[config.mk]
export PLATFORM = sky130hd
export DESIGN_NAME = trap_sequencer
export DESIGN_NICKNAME = d
export VERILOG_FILES = /design/src/rtl/trap_sequencer.sv
export SDC_FILE = /design/constraint.sdc
export NUM_CORES = 1
export LEC_CHECK = 0
export BUFFER_PORTS_ARGS = -buffer_cell sky130_fd_sc_hd__clkbuf_2
export CORE_AREA = 2 2 267 269
export CTS_CLUSTER_DIAMETER = 200
export DETAILED_ROUTE_END_ITERATION = 8
export DIE_AREA = 0 0 269 271
export MAX_ROUTING_LAYER = met4
export PLACE_DENSITY_LB_ADDON = 0.15
export SLEW_MARGIN = 20
export SYNTH_ARGS = -nofsm -noshare
export SYNTH_HDL_FRONTEND = slang
export SYNTH_SLANG_ARGS = --single-unit
[constraint.sdc]
create_clock -name clk -period 3.8 [get_ports clk]
set_clock_uncertainty 0.05 [all_clocks]
set_input_delay 0.19 -clock clk [delete_from_list [all_inputs] [get_ports clk]]
set_output_delay 0.19 -clock clk [all_outputs]
set_load 0.01 [all_outputs]
[src/rtl/trap_sequencer.sv]
// Trap-entry sequencer: captures a committing exception, flushes the pipe, writes
// EPC/CAUSE/TVAL through the shared CSR port, then redirects fetch and switches privilege.
module trap_sequencer #(
  parameter int XLEN   = 64,
  parameter int CSR_AW = 12
) (
  input  logic              clk,
  input  logic              rst,
  input  logic              except_i,
  input  logic [XLEN-1:0]   epc_i,
  input  logic [XLEN-1:0]   ecause_i,
  input  logic [XLEN-1:0]   etval_i,
  input  logic [1:0]        priv_i,
  input  logic [XLEN-1:0]   medeleg_i,
  input  logic [XLEN-1:0]   mideleg_i,
  input  logic [XLEN-1:0]   mtvec_i,
  input  logic [XLEN-1:0]   stvec_i,
  input  logic              wb_csr_we_i,
  input  logic [CSR_AW-1:0] wb_csr_addr_i,
  input  logic [XLEN-1:0]   wb_csr_wdata_i,
  output logic              csr_we_o,
  output logic [CSR_AW-1:0] csr_addr_o,
  output logic [XLEN-1:0]   csr_wdata_o,
  output logic              stall_o,
  output logic              flush_o,
  output logic              redirect_o,
  output logic [XLEN-1:0]   redirect_pc_o,
  output logic              priv_we_o,
  output logic [1:0]        priv_o,
  output logic              busy_o
);

  typedef enum logic [2:0] {
    IDLE, FLUSH, WR_EPC, WR_CAUSE, WR_TVAL, REDIRECT
  } state_t;

  localparam logic [CSR_AW-1:0] MEPC   = CSR_AW'(12'h341);
  localparam logic [CSR_AW-1:0] MCAUSE = CSR_AW'(12'h342);
  localparam logic [CSR_AW-1:0] MTVAL  = CSR_AW'(12'h343);
  localparam logic [CSR_AW-1:0] SEPC   = CSR_AW'(12'h141);
  localparam logic [CSR_AW-1:0] SCAUSE = CSR_AW'(12'h142);
  localparam logic [CSR_AW-1:0] STVAL  = CSR_AW'(12'h143);
  localparam logic [1:0]        PRIV_S = 2'd1;
  localparam logic [1:0]        PRIV_M = 2'd3;

  state_t            state;
  logic [XLEN-1:0]   epc_q, cause_q, tval_q, tvec_q;
  logic              tgt_s_q;

  logic              csr_we_q;
  logic [CSR_AW-1:0] csr_addr_q;
  logic [XLEN-1:0]   csr_wdata_q;
  logic              stall_q, flush_q, redirect_q, priv_we_q;
  logic [XLEN-1:0]   rpc_q;
  logic [1:0]        priv_q;

  logic              is_irq, deleg_bit, to_s, idle;
  logic [XLEN-1:0]   vec_base, vec_off, vec_pc;

  // Delegation only ever lowers the target to S when not already running in M.
  assign is_irq    = ecause_i[XLEN-1];
  assign deleg_bit = is_irq ? mideleg_i[ecause_i[5:0]] : medeleg_i[ecause_i[5:0]];
  assign to_s      = (priv_i != PRIV_M) && deleg_bit;

  // Vectored mode offsets interrupts only; modes 2/3 fall back to direct.
  assign vec_base = {tvec_q[XLEN-1:2], 2'b00};
  assign vec_off  = {{(XLEN-8){1'b0}}, cause_q[5:0], 2'b00};
  assign vec_pc   = ((tvec_q[1:0] == 2'b01) && cause_q[XLEN-1]) ? vec_base + vec_off : vec_base;

  always_ff @(posedge clk or negedge rst) begin
    if (!rst) begin
      state       <= IDLE;
      epc_q       <= '0;
      cause_q     <= '0;
      tval_q      <= '0;
      tvec_q      <= '0;
      tgt_s_q     <= 1'b0;
      csr_we_q    <= 1'b0;
      csr_addr_q  <= '0;
      csr_wdata_q <= '0;
      stall_q     <= 1'b0;
      flush_q     <= 1'b0;
      redirect_q  <= 1'b0;
      priv_we_q   <= 1'b0;
      rpc_q       <= '0;
      priv_q      <= '0;
    end else begin
      case (state)
        IDLE: begin
          if (except_i) begin
            epc_q   <= epc_i;
            cause_q <= ecause_i;
            tval_q  <= etval_i;
            tgt_s_q <= to_s;
            tvec_q  <= to_s ? stvec_i : mtvec_i;
            flush_q <= 1'b1;
            stall_q <= 1'b1;
            state   <= FLUSH;
          end
        end
        FLUSH: begin
          flush_q     <= 1'b0;
          csr_we_q    <= 1'b1;
          csr_addr_q  <= tgt_s_q ? SEPC : MEPC;
          csr_wdata_q <= epc_q;
          state       <= WR_EPC;
        end
        WR_EPC: begin
          csr_addr_q  <= tgt_s_q ? SCAUSE : MCAUSE;
          csr_wdata_q <= cause_q;
          state       <= WR_CAUSE;
        end
        WR_CAUSE: begin
          csr_addr_q  <= tgt_s_q ? STVAL : MTVAL;
          csr_wdata_q <= tval_q;
          state       <= WR_TVAL;
        end
        WR_TVAL: begin
          csr_we_q    <= 1'b0;
          csr_addr_q  <= '0;
          csr_wdata_q <= '0;
          redirect_q  <= 1'b1;
          priv_we_q   <= 1'b1;
          priv_q      <= tgt_s_q ? PRIV_S : PRIV_M;
          rpc_q       <= vec_pc;
          state       <= REDIRECT;
        end
        REDIRECT: begin
          redirect_q <= 1'b0;
          priv_we_q  <= 1'b0;
          priv_q     <= '0;
          rpc_q      <= '0;
          stall_q    <= 1'b0;
          state      <= IDLE;
        end
        default: state <= IDLE;
      endcase
    end
  end

  // In IDLE the CSR port belongs to WB; reset still forces it quiet.
  assign idle        = (state == IDLE);
  assign csr_we_o    = idle ? (rst & wb_csr_we_i & ~except_i) : csr_we_q;
  assign csr_addr_o  = idle ? (rst ? wb_csr_addr_i  : '0) : csr_addr_q;
  assign csr_wdata_o = idle ? (rst ? wb_csr_wdata_i : '0) : csr_wdata_q;

  assign stall_o       = stall_q;
  assign busy_o        = stall_q;
  assign flush_o       = flush_q;
  assign redirect_o    = redirect_q;
  assign redirect_pc_o = rpc_q;
  assign priv_we_o     = priv_we_q;
  assign priv_o        = priv_q;

endmodule

==> impl_metrics.py <==
metrics = {
    "outcome": {
        "status": "completed",
    },
    "die": {
        "start_util": 0.2954,
        "dieWidth_um": 269,
        "rows": 97,
        "ioPinCount": 678,
        "die_h_um": 271,
        "fp.coreArea_um2": 69790,
        "die_area_um2": 72900,
    },
    "timing": {
        "fin_tns_setup_ns": 0,
        "period_share": 0.8100,
        "max_freq_ghz": 0.3249,
        "min_period_ns": 3.078,
        "hold_viol": 0,
        "slew_violations": 0,
        "rsz0062_at_grt": "false",
        "setup_viol": 0,
        "worstMarginPinSlew_ns": 1.055,
        "slew_headroom": 0.2969,
    },
    "synth": {
        "yosysSeqAreaShare": 0.4795,
        "yosysTopAreaCell": "dfrtp_1",
        "syn_area_um2": 20610,
        "synth_cells": 2427,
        "syn_avg_cell_area_um2": 8.494,
        "ys_types": 58,
        "synth_enable_flop_cells": 0,
        "synthTopCellsByCount": "nand2_1, dfrtp_1, nor2_1, clkbuf_1, mux2i_1",
        "yosysWarnings": 0,
        "synth_most_common_cell": "nand2_1",
        "synth_area_leaders": "dfrtp_1, nand2_1, mux2i_1, nor2_1, mux4_2",
        "synth_top_area_share": 0.4795,
        "synth-main-ff-cell": "dfrtp_1",
        "postSynthRegisterBits": 395,
        "async_reset_ff_frac": 1.000,
    },
    "cts": {
        "postCtsHoldBufs": 317,
        "numClockSinks": 395,
        "post_cts_buffers": 0,
        "cts-buffers-inserted": 49,
        "clock_latency_ns": 0.58,
        "post_cts_resize_count": 0,
        "root_buffer": "clkbuf_16",
        "cts_tree": "built",
        "clk_pin_slew_ns": 0.06,
        "cts_buffer_depth": 3,
        "cts_max_level": 2,
    },
    "place": {
        "dp_cells": 3900,
        "place_hpwl_mm": 63.09,
        "gp_congestion": 0.9296,
        "port_buffers": 675,
    },
    "grt": {
        "grt_use_total": 0.2386,
        "grt_start_max_net_pins": 138,
        "grt_pass1_vias": 21100,
        "grt_pass1_wl_mm": 128.4,
        "overflow": 0,
        "antenna_found_initial": 17,
    },
    "run": {
        "drv_cap": 0,
    },
    "route": {
        "vias": 20780,
        "drt_iter0_markers": 1210,
        "first_pass_iters": 5,
        "wire_per_inst_um": 20.11,
        "routed_via_density": 4.808,
        "drc": 0,
        "wl_mm": 86.89,
        "ant_nets": 0,
    },
    "pwr": {
        "ir_drop_uv": 533.8,
        "p_leak_nw": 14.87,
        "p_per_area_nw_per_um2": 800.1,
    },
    "critical_path": {
        "r2r-start": "cause_q[0]",
        "r2r_end": "redirect_pc_o[56]",
        "startpoint": "cause_q[0]",
        "cp-start-kind": "flip-flop",
        "crit_required_ns": 4.21,
        "cp-endpoint": "redirect_pc_o[56]",
        "end_kind": "flip-flop",
        "cp_max_fo": 14,
        "reg2reg_depth": 9,
        "critical_path_class": "reg2reg",
        "critPathArrivalTime_ns": 3.49,
        "r2r_slack_ns": 0.72,
    },
    "min_path": {
        "hold_class": "in2reg",
    },
    "finish": {
        "area_growth_pct": 45.28,
        "layout-drive-gt1-share": 0.2577,
        "finalNetCount": 3865,
        "stdcell_count": 4321,
    },
}
[sequential cells by signal, indices dropped and copies added, names as in the netlist, 3 cells and up]
signal / flops
state: 3
tval_q: 64
csr_addr_q: 4
epc_q: 64
csr_wdata_q: 64
redirect_pc_o: 62
tvec_q: 64
cause_q: 64
[cell type report]
cell class              count  area [um2]
multi-input cells        1832        9942
diodes                     13       32.53
clock buffers              67        1436
fillers                  7059       39840
flip-flops and latches    395        9896
well taps                 940        1176
clock inverters            24       380.4
inverters                  16       60.06
repair buffers           1034        7027
[cells by family (layout without fill, tap and decap cells)]
| logic type | after synthesis | after routing | synth area share |
|---|---|---|---|
| AOI/OAI and AO/OA | 310 | 310 | 0.09177 |
| xor gates and xnor gates | 53 | 53 | 0.02252 |
| adders and majority gates | 7 | 7 | 0.004613 |
| buffers and inverters | 201 | 1141 | 0.04042 |
| DFF | 395 | 395 | 0.4795 |
| muxes | 172 | 172 | 0.1026 |
| other | 1 | 15 | 0.0001819 |
| and+or+nand+nor | 1288 | 1288 | 0.2584 |
[how the worst min path moves through the flow]
| stage | from | end | slack (ns) | cells after the start |
|---|---|---|---|---|
| 2_1_floorplan | rst | busy_o | -0.16 | 0 |
| 6_report | ecause_i[5] | cause_q[5] | 0.08 | 3 |
| 3_3_place_gp | rst | tvec_q[57] | 0.19 | 1 |
| 5_1_grt | ecause_i[5] | cause_q[5] | 0.07 | 3 |
| 3_5_place_dp | rst | tvec_q[57] | 0.19 | 1 |
| 4_1_cts | ecause_i[5] | cause_q[5] | 0.01 | 3 |
[metal layers]
layer / wire (um) / GRT usage / vias up
met5: 0 / - / -
met4: 2549 / 0.08026 / 0
met3: 3836 / 0.03349 / 127
met2: 43050 / 0.3979 / 591
met1: 37450 / 0.2958 / 10080
li1: - / - / 9974
[power by group]
group          internal (mW)  switching [mW]  leakage, nW  total (mW)
logic                   4.16            6.54         9.16        10.7
registers               6.27            1.76         4.81        8.04
clock network           3.32            1.90        0.901        5.22
[worst max-delay path: stages (launching register included)]
cell,delay (ns)
dfrtp_1,0.40
ha_1,0.24
fa_1,0.41
a21o_1,0.20
a21oi_1,0.22
o21bai_1,0.11
a21oi_2,0.64
nor4_1,0.22
nor4b_1,0.22
a211o_1,0.25
[metrics by stage]
stage	instance area [um2]	hold slack (ns)	power (mW)	setup slack (ns)	util
floorplan	20620	-0.1556	14.40	1.153	-
global placement	24930	0.1909	18.35	0.8072	0.3572
detailed placement	24930	0.1938	18.55	0.7476	0.3572
CTS	29920	0.01492	24.26	0.7040	0.4287
global route	29950	0.06966	25.85	0.4619	0.4292
finish	29950	0.07783	23.96	0.7219	0.4292
[layout by cell type, fill, tap and decap left out, types with 7 or more instances in the layout]
cell           instances
a211oi_1              55
a21oi_1               80
a31oi_1               55
and3_1                13
buf_12                12
buf_4                 30
bufinv_16             10
clkbuf_16             51
clkbuf_2             674
clkbuf_8              10
clkinv_2              11
dfrtp_1              392
diode_2               13
dlygate4sd3_1        317
inv_1                 15
mux2_2                15
mux2i_1              127
mux4_2                30
nand2_1              810
nand3_1              103
nand4_1               10
nor2_1               252
nor3_1                20
nor4_1                25
o21a_1                10
o21ai_0               46
o21ai_1               20
o22ai_1               13
o31ai_1               12
or3_1                  7
xnor2_1               51
Note: power is estimated with default switching activity, not from simulation.
